===== config.mk =====
export PLATFORM = sky130hd
export DESIGN_NAME = fpu_align
export DESIGN_NICKNAME = d
export VERILOG_FILES = /design/src/rtl/fpu_align.sv
export SDC_FILE = /design/constraint.sdc
export NUM_CORES = 1
export LEC_CHECK = 0
export ABC_CLOCK_PERIOD_IN_PS = 5100
export BUFFER_PORTS_ARGS = -buffer_cell sky130_fd_sc_hd__buf_2
export CAP_MARGIN = 20
export CORE_MARGIN = 4
export CORE_UTILIZATION = 25
export CTS_CLUSTER_SIZE = 10
export DETAILED_ROUTE_END_ITERATION = 7
export GPL_TIMING_DRIVEN = 1
export PLACE_DENSITY = 0.42
export SYNTH_ARGS = -nofsm -noshare
export SYNTH_HDL_FRONTEND = slang
export SYNTH_SLANG_ARGS = --single-unit

===== constraint.sdc =====
create_clock -name clk_i -period 5.1 [get_ports clk_i]
set_input_delay 1.02 -clock clk_i [delete_from_list [all_inputs] [get_ports clk_i]]
set_output_delay 1.02 -clock clk_i [all_outputs]
set_load 0.01 [all_outputs]

===== src/rtl/fpu_align.sv =====
`default_nettype none
// ============================================================================
// Module   : fpu_align
// Purpose  : Single-precision add/sub front end. Unpacks the operands, orders
//            them by magnitude, aligns the smaller mantissa with a multi-cycle
//            shifter and adds/subtracts to an unnormalized 34-bit result.
//            Optional macro FPU_ALIGN_STICKY_EN keeps a sticky bit of the
//            shifted-out mantissa bits and ORs it into result bit [0].
// Revision : 1.0 - initial release
// ============================================================================
module fpu_align #(
    parameter int SHIFT_STEP = 1
) (
    input  logic        clk_i,
    input  logic        rst_ni,
    input  logic        valid_i,
    output logic        ready_o,
    input  logic [31:0] a_i,
    input  logic [31:0] b_i,
    input  logic        sub_i,
    output logic        valid_o,
    input  logic        ready_i,
    output logic [33:0] add_o
);

    localparam logic [1:0] S_IDLE  = 2'd0;
    localparam logic [1:0] S_ALIGN = 2'd1;
    localparam logic [1:0] S_ADD   = 2'd2;
    localparam logic [1:0] S_OUT   = 2'd3;

    localparam logic [4:0] D_MAX = 5'd25;
    localparam logic [4:0] STEP  = 5'(SHIFT_STEP);

    logic [1:0]  state;
    logic [1:0]  state_nxt;

    logic        sign_big;
    logic [7:0]  exp_big;
    logic [23:0] mant_big;
    logic        sign_small;
    logic [23:0] mant_small;
    logic [4:0]  remaining;
    logic [33:0] add_q;

    // Operand unpack and magnitude ordering
    logic [7:0]  exp_a;
    logic [7:0]  exp_b;
    logic [23:0] man_a;
    logic [23:0] man_b;
    logic        sign_b_eff;
    logic        a_wins;
    logic [7:0]  exp_diff;
    logic [4:0]  d_sat;

    always_comb begin
        exp_a      = (a_i[30:23] != 8'd0) ? a_i[30:23] : 8'd1;
        exp_b      = (b_i[30:23] != 8'd0) ? b_i[30:23] : 8'd1;
        man_a      = {(a_i[30:23] != 8'd0), a_i[22:0]};
        man_b      = {(b_i[30:23] != 8'd0), b_i[22:0]};
        sign_b_eff = b_i[31] ^ sub_i;
        a_wins     = ({exp_a, man_a} >= {exp_b, man_b});
        exp_diff   = a_wins ? (exp_a - exp_b) : (exp_b - exp_a);
        d_sat      = (exp_diff > 8'd25) ? D_MAX : exp_diff[4:0];
    end

    // One alignment step: shift by the smaller of the step size and what is left
    logic [4:0]  step;
    logic [23:0] shifted;
    logic [23:0] lost_mask;
    logic        lost;
    logic [4:0]  remaining_nxt;

    always_comb begin
        step          = (remaining < STEP) ? remaining : STEP;
        shifted       = mant_small >> step;
        lost_mask     = ~(24'hFFFFFF << step);
        lost          = |(mant_small & lost_mask);
        remaining_nxt = remaining - step;
    end

    // Mantissa add/subtract; big >= small so the difference never wraps
    logic        eff_sub;
    logic [24:0] mag_sum;
    logic [24:0] mag_diff;
    logic [24:0] raw;
    logic [24:0] result;

`ifdef FPU_ALIGN_STICKY_EN
    logic sticky;

    always_ff @(posedge clk_i or negedge rst_ni) begin
        if (!rst_ni) begin
            sticky <= 1'b0;
        end else if (state == S_IDLE && valid_i) begin
            sticky <= 1'b0;
        end else if (state == S_ALIGN) begin
            sticky <= sticky | lost;
        end
    end

    always_comb begin
        eff_sub  = sign_big ^ sign_small;
        mag_sum  = {1'b0, mant_big} + {1'b0, mant_small};
        mag_diff = {1'b0, mant_big} - {1'b0, mant_small};
        raw      = eff_sub ? mag_diff : mag_sum;
        result   = {raw[24:1], raw[0] | sticky};
    end
`else
    always_comb begin
        eff_sub  = sign_big ^ sign_small;
        mag_sum  = {1'b0, mant_big} + {1'b0, mant_small};
        mag_diff = {1'b0, mant_big} - {1'b0, mant_small};
        raw      = eff_sub ? mag_diff : mag_sum;
        result   = raw;
    end

    logic unused_lost;
    assign unused_lost = lost;
`endif

    // State register
    always_ff @(posedge clk_i or negedge rst_ni) begin
        if (!rst_ni) begin
            state <= S_IDLE;
        end else begin
            state <= state_nxt;
        end
    end

    // Next-state logic
    always_comb begin
        state_nxt = state;
        case (state)
            S_IDLE: begin
                if (valid_i) begin
                    state_nxt = (d_sat != 5'd0) ? S_ALIGN : S_ADD;
                end
            end
            S_ALIGN: begin
                if (remaining_nxt == 5'd0) begin
                    state_nxt = S_ADD;
                end
            end
            S_ADD: begin
                state_nxt = S_OUT;
            end
            S_OUT: begin
                if (ready_i) begin
                    state_nxt = S_IDLE;
                end
            end
            default: begin
                state_nxt = S_IDLE;
            end
        endcase
    end

    // Output logic
    always_comb begin
        ready_o = (state == S_IDLE);
        valid_o = (state == S_OUT);
        add_o   = add_q;
    end

    // Datapath registers
    always_ff @(posedge clk_i or negedge rst_ni) begin
        if (!rst_ni) begin
            sign_big   <= 1'b0;
            exp_big    <= 8'd0;
            mant_big   <= 24'd0;
            sign_small <= 1'b0;
            mant_small <= 24'd0;
            remaining  <= 5'd0;
            add_q      <= 34'h0;
        end else begin
            case (state)
                S_IDLE: begin
                    if (valid_i) begin
                        sign_big   <= a_wins ? a_i[31] : sign_b_eff;
                        exp_big    <= a_wins ? exp_a : exp_b;
                        mant_big   <= a_wins ? man_a : man_b;
                        sign_small <= a_wins ? sign_b_eff : a_i[31];
                        mant_small <= a_wins ? man_b : man_a;
                        remaining  <= d_sat;
                    end
                end
                S_ALIGN: begin
                    mant_small <= shifted;
                    remaining  <= remaining_nxt;
                end
                S_ADD: begin
                    if (eff_sub && raw == 25'd0) begin
                        add_q <= 34'h0;
                    end else begin
                        add_q <= {sign_big, exp_big, result};
                    end
                end
                default: begin
                end
            endcase
        end
    end

endmodule
`default_nettype wire


# Word-level counts from Yosys, hierarchy flattened
# Cells that the tools add are included.
# op_classes
mux	21
bitwise_logic	2
shift	1
addsub	5
n_reduce_logical	11
magnitude_cmp	3
eq_ne	6
# op_table
cell	count
2-to-1 mux 24 bit	3
case mux 24 bit (2 select lines)	1
2-to-1 mux 34 bit	1
greater-or-equal comparator 32 bit	1
2-to-1 mux 8 bit	4
adder 24 x 24 -> 25 bit	1
logical NOT 25 bit	1
2-to-1 mux 25 bit	1
subtractor 24 x 24 -> 25 bit	1
right shift 24 x 5 -> 24 bit	1
nonzero test 8 bit	2
subtractor 8 bit	2
2-to-1 mux 5 bit	3
case mux 5 bit (2 select lines)	1
greater-than comparator 8 x 5 -> 1 bit, second input constant	1
2-to-1 mux 2 bit	4
case mux 2 bit (4 select lines)	1
logical NOT 5 bit	1
< comparator 5 x 1 -> 1 bit, second input constant	1
nonzero test 5 bit	1
subtractor 5 bit	1
equality test 2 bit, second input constant	2
inequality test 2 bit, second input constant	2
AND reduction 2 bit	2
8 further kinds	10
# word_totals
register_bits	99
wordCells	57
input_bits	69
output_inout_bits	36

# Logic depth before layout (Yosys ltp)
# depth
ltp_word	10
depth_mapped	19
mapped_depth_nobuf	18

# Worst setup path after synthesis
# OpenSTA, ideal clock, no wires.
# synth_timing
path_type	reg2reg
start	register mant_small[1]
end	register add_q[25] (netlist: add_o[25])
t_required_ps	4963
period_less_slack_ps	4306
setup_time_ps	137
n_path_buf	1
t_arrival_ps	4169
setup_slack_ps	794
path_stages_with_launch	18
cell_sequence	dfrtp_1 -> nor3_1 -> nand2_1 -> or2_2 -> or4_1 -> or2_2 -> o41ai_1 -> xor2_1 -> ha_1 -> clkbuf_1 -> and4_1 -> nand2b_1 -> o211ai_1 -> xnor2_1 -> nand4_1 -> nor4_1 -> nor4b_4 -> nor2_1
# synth_via
elab_chain_len	5
word_cells_on_any_way	6
classes_between	2 x add/sub; 2 x mux; 2 x reduce/logical
# synth_lines
element	line_no	source
from (decl)	41	logic [23:0] mant_small;
from (signal assigned)	183	mant_small <= a_wins ? man_b : man_a;
from (signal assigned)	188	mant_small <= shifted;
adder 24 x 24 -> 25 bit / subtractor 24 x 24 -> 25 bit (equally long branches)	111, 112	
2-to-1 mux 25 bit *	113	raw = eff_sub ? mag_diff : mag_sum;
logical NOT 25 bit *	192	if (eff_sub && raw == 25'd0) begin
logical AND 1 bit *	192	
2-to-1 mux 34 bit *	192	
to (signal assigned)	195	add_q <= {sign_big, exp_big, result};
to (decl)	43	logic [33:0] add_q;
# Mark *: on every way between the ends. The rest lies on a longest branch, timed or not.
# A chain may end at the register's enable or synchronous reset.

# Final worst setup path
# layout_timing
start	register mant_small[3]
end	register add_q[25] (netlist: add_o[25])
# Same word-level chain as after synthesis.

==> run_results.csv <==
group,metric,value,unit
run_status,status,"completed",
logic_synthesis,synth_edf_count,0,
detailed_routing,drtIter0Drc,486,
clocking,cts_made_buffers,9,
setup_path,timing.rr.start,"mant_small[3]",
sta,tightest_slew,0.873,ns
clocking,worstSkewPairLatency,0.36,ns
setup_path,endpoint_kind,"flop",
logic_synthesis,synth_fp_nets,1154,
detailed_routing,dr.pass1.iters,5,
sta,finalCritPeriodShare,91.8,%
final_layout,num-fill-cells,3506,
clocking,post_cts_resized,0,
detailed_routing,vias,7335,
global_route,grt_util_all_layers,14.0,%
global_route,grt-ovfl-total,0,
sta,worst_slack,0.417,ns
global_route,grt_max_degree,94,
detailed_routing,routed_wl,25.4,mm
global_route,antenna_found_initial,1,
power,peakVddDrop,294,uV
sta,slew_headroom,41.8,%
setup_path,startpoint,"mant_small[3]",
placement,dp_cells,1502,
setup_path,cp.arrival,4.92,ns
power,leakagePower,0.00426,uW
placement,dp_hpwl,19.7,mm
clocking,cts_tree,"built",
logic_synthesis,synth_top_cell_by_area,"dfrtp_1",
die,fp.dieH,189,um
die,die_w,189,um
clocking,htreeDepth,3,
logic_synthesis,post_synth_num_cell_types,63,
detailed_routing,avgRoutedWirePerCell,16.7,um
logic_synthesis,synth_area_per_cell,8.04,um^2
sta,setup_viol,0,
setup_path,cp_cell_sequence,"nor2_1, nand2_1, or2_2, or4_1, or2_2, o21ai_0, xor2_1, ha_2, nand2_1, o21bai_1, or4_1, a32oi_1, nand4_1, nor4_1, nor4b_4, buf_4, nor2_1",
logic_synthesis,synthCells,1014,
final_layout,nets,1218,
setup_path,crit_buf_inv,1,
logic_synthesis,synth_ff_type,"dfrtp_1",
final_layout,area_delta_synth_final,15.3,%
sta,period_minus_slack,4.68,ns
logic_synthesis,synth.cell_area,8150,um^2
clocking,clk_pin_slew,0.08,ns
die,top_level_ports,105,
detailed_routing,antenna_left,0,
placement,dp_slack,0.390,ns
logic_synthesis,async_reset_ff_share,100,%
setup_path,crit_path_start_kind,"flop",
clocking,cts_sinks,99,
clocking,post_cts.repair.setup_buffers,0,
setup_path,path_delay_family,"simple AND/OR/NAND/NOR gates",
setup_path,critical_path_class,"reg -> reg",
setup_path,crit_slowest_cell,"or4_1",
die,rows,65,
min_path,hold_start,"exp_big[3]",
die,fp.coreArea,31900,um^2
clocking,clock_path_buffers,2,
logic_synthesis,synth_top_area_share,30.4,%
sta,fin_worst_skew,0.0136,ns
sta,drv_slew,0,
final_layout,instances_no_fill,1518,
min_path,hold_path.class,"reg -> reg",
setup_path,max_stage_delay,0.49,ns
die,die-area,35600,um^2
final_layout,diodes,0,
sta,fmax,0.214,GHz
power,power_density,787,nW/um^2
placement,place_congestion,0.812,
sta,timing.hold.ws,0.484,ns
sta,finalHoldViolCount,0,
global_route,grt_pass1_wl,39.9,mm
flow_run,max_cap_violations,0,
detailed_routing,viasPerCell,4.83,
logic_synthesis,synth.area.top_cells,"dfrtp_1 30%, ha_1 10%, a21oi_1 6.9%, o21ai_0 6.0%, mux2i_1 5.3%",
setup_path,critPathMaxFanout,10,
final_layout,drive_above_1_share,15.1,%
placement,io_buffer_count,104,
global_route,grt_pass1_vias,7060,
final_layout,final_cell_mix,"113 x a21oi_1, 103 x buf_2, 99 x dfrtp_1",
setup_path,crit_required,5.34,ns
detailed_routing,drc_errors,0,
clocking,hold_buffers,0,
die,start_util,25.6,%
logic_synthesis,ys_seq_elements,99,
clocking,root_buffer,"clkbuf_16",
logic_synthesis,ys.warnings.count,0,
final_layout,mostFrequentLayoutCell,"a21oi_1",
logic_synthesis,yosysSeqAreaShare,30.4,%
## power by group
part	leakage (uW)	total, uW	switching (uW)	internal [uW]
Sequential	0.00116	1450	308	1140
Combinational	0.00296	5210	3130	2090
Clock	0.000153	736	346	390
## worst paths after layout
kind | end | slack (ns) | depth (start not counted)
setup reg to reg | add_o[25] | 0.42 | 17
hold / removal | exp_big[3] | 0.48 | 2
hold reg to reg | exp_big[3] | 0.48 | 2
min in group asynchronous | mant_small[3] | 0.77 | 1
max in group asynchronous | add_o[25] | 3.28 | 2
setup / recovery | add_o[25] | 0.42 | 17
## synth_stat cells (all sizes together), types with 16 or more instances
library cell / instances
nor2: 90
o22ai: 22
xor2: 16
inv: 67
mux2i: 43
dfrtp: 99
xnor2: 33
a21o: 25
buf: 16
nand2: 93
ha: 68
o21ai: 97
clkbuf: 50
nand3: 20
a21oi: 113
## tightest hold or removal path, cell delays in order, from the launching register on
cell and delay [ns]:
dfrtp_1 0.34, nand2_1 0.05, o21ai_0 0.06
## state kept, by name (all words and copies together) (netlist names)
name / flops
add_o: 34
exp_big: 8
mant_big: 24
mant_small: 24
remaining: 5
sign_big: 1
sign_small: 1
state: 2
## logic make-up (layout without fill, tap and decap cells)
group                    count (synthesis)  count (layout)  synth area share [%]
flip-flops                              99              99                  30.4
multiplexers                            56              56                  7.07
AO/OA/AOI/OAI                          320             320                  23.3
buffers and inverters                  133             202                  6.35
adder cells (fa/ha/maj)                 72              72                  11.3
XOR/XNOR                                49              49                  5.36
AND/OR/NAND/NOR                        285             285                  16.2
## per-layer routing
layer / track usage, % / up-vias / wire, um
met4: 3.14 / 2 / 337
met2: 21.9 / 128 / 11300
met3: 2.09 / 16 / 797
met1: 20.5 / 3461 / 12900
li1: - / 3728 / -
met5: 0 / - / 8
## area by class of cell
cell class                      instances  area, um^2  share of cell area [%]
Clock inverter                          7        81.3                   0.865
Sequential cell                        99        2480                    26.3
Clock buffer                            9         225                    2.39
Timing Repair Buffer                  119         648                    6.89
Tap cell                              435         544                    5.79
Multi-Input combinational cell        782        5180                    55.0
Inverter                               67         251                    2.67
## per-stage QoR
stage / power, uW / TNS [ns] / utilization, % / area (um^2)
after floorplan: 5160 / 0 / - / 8150
after global placement: 6680 / 0 / 28.5 / 9080
after detailed placement: 6680 / 0 / 28.5 / 9080
after CTS: 7460 / 0 / 29.5 / 9390
after global routing: 8170 / -0.000659 / 29.5 / 9400
final: 7400 / 0 / 29.5 / 9400
(Power assumes the default switching activity.)
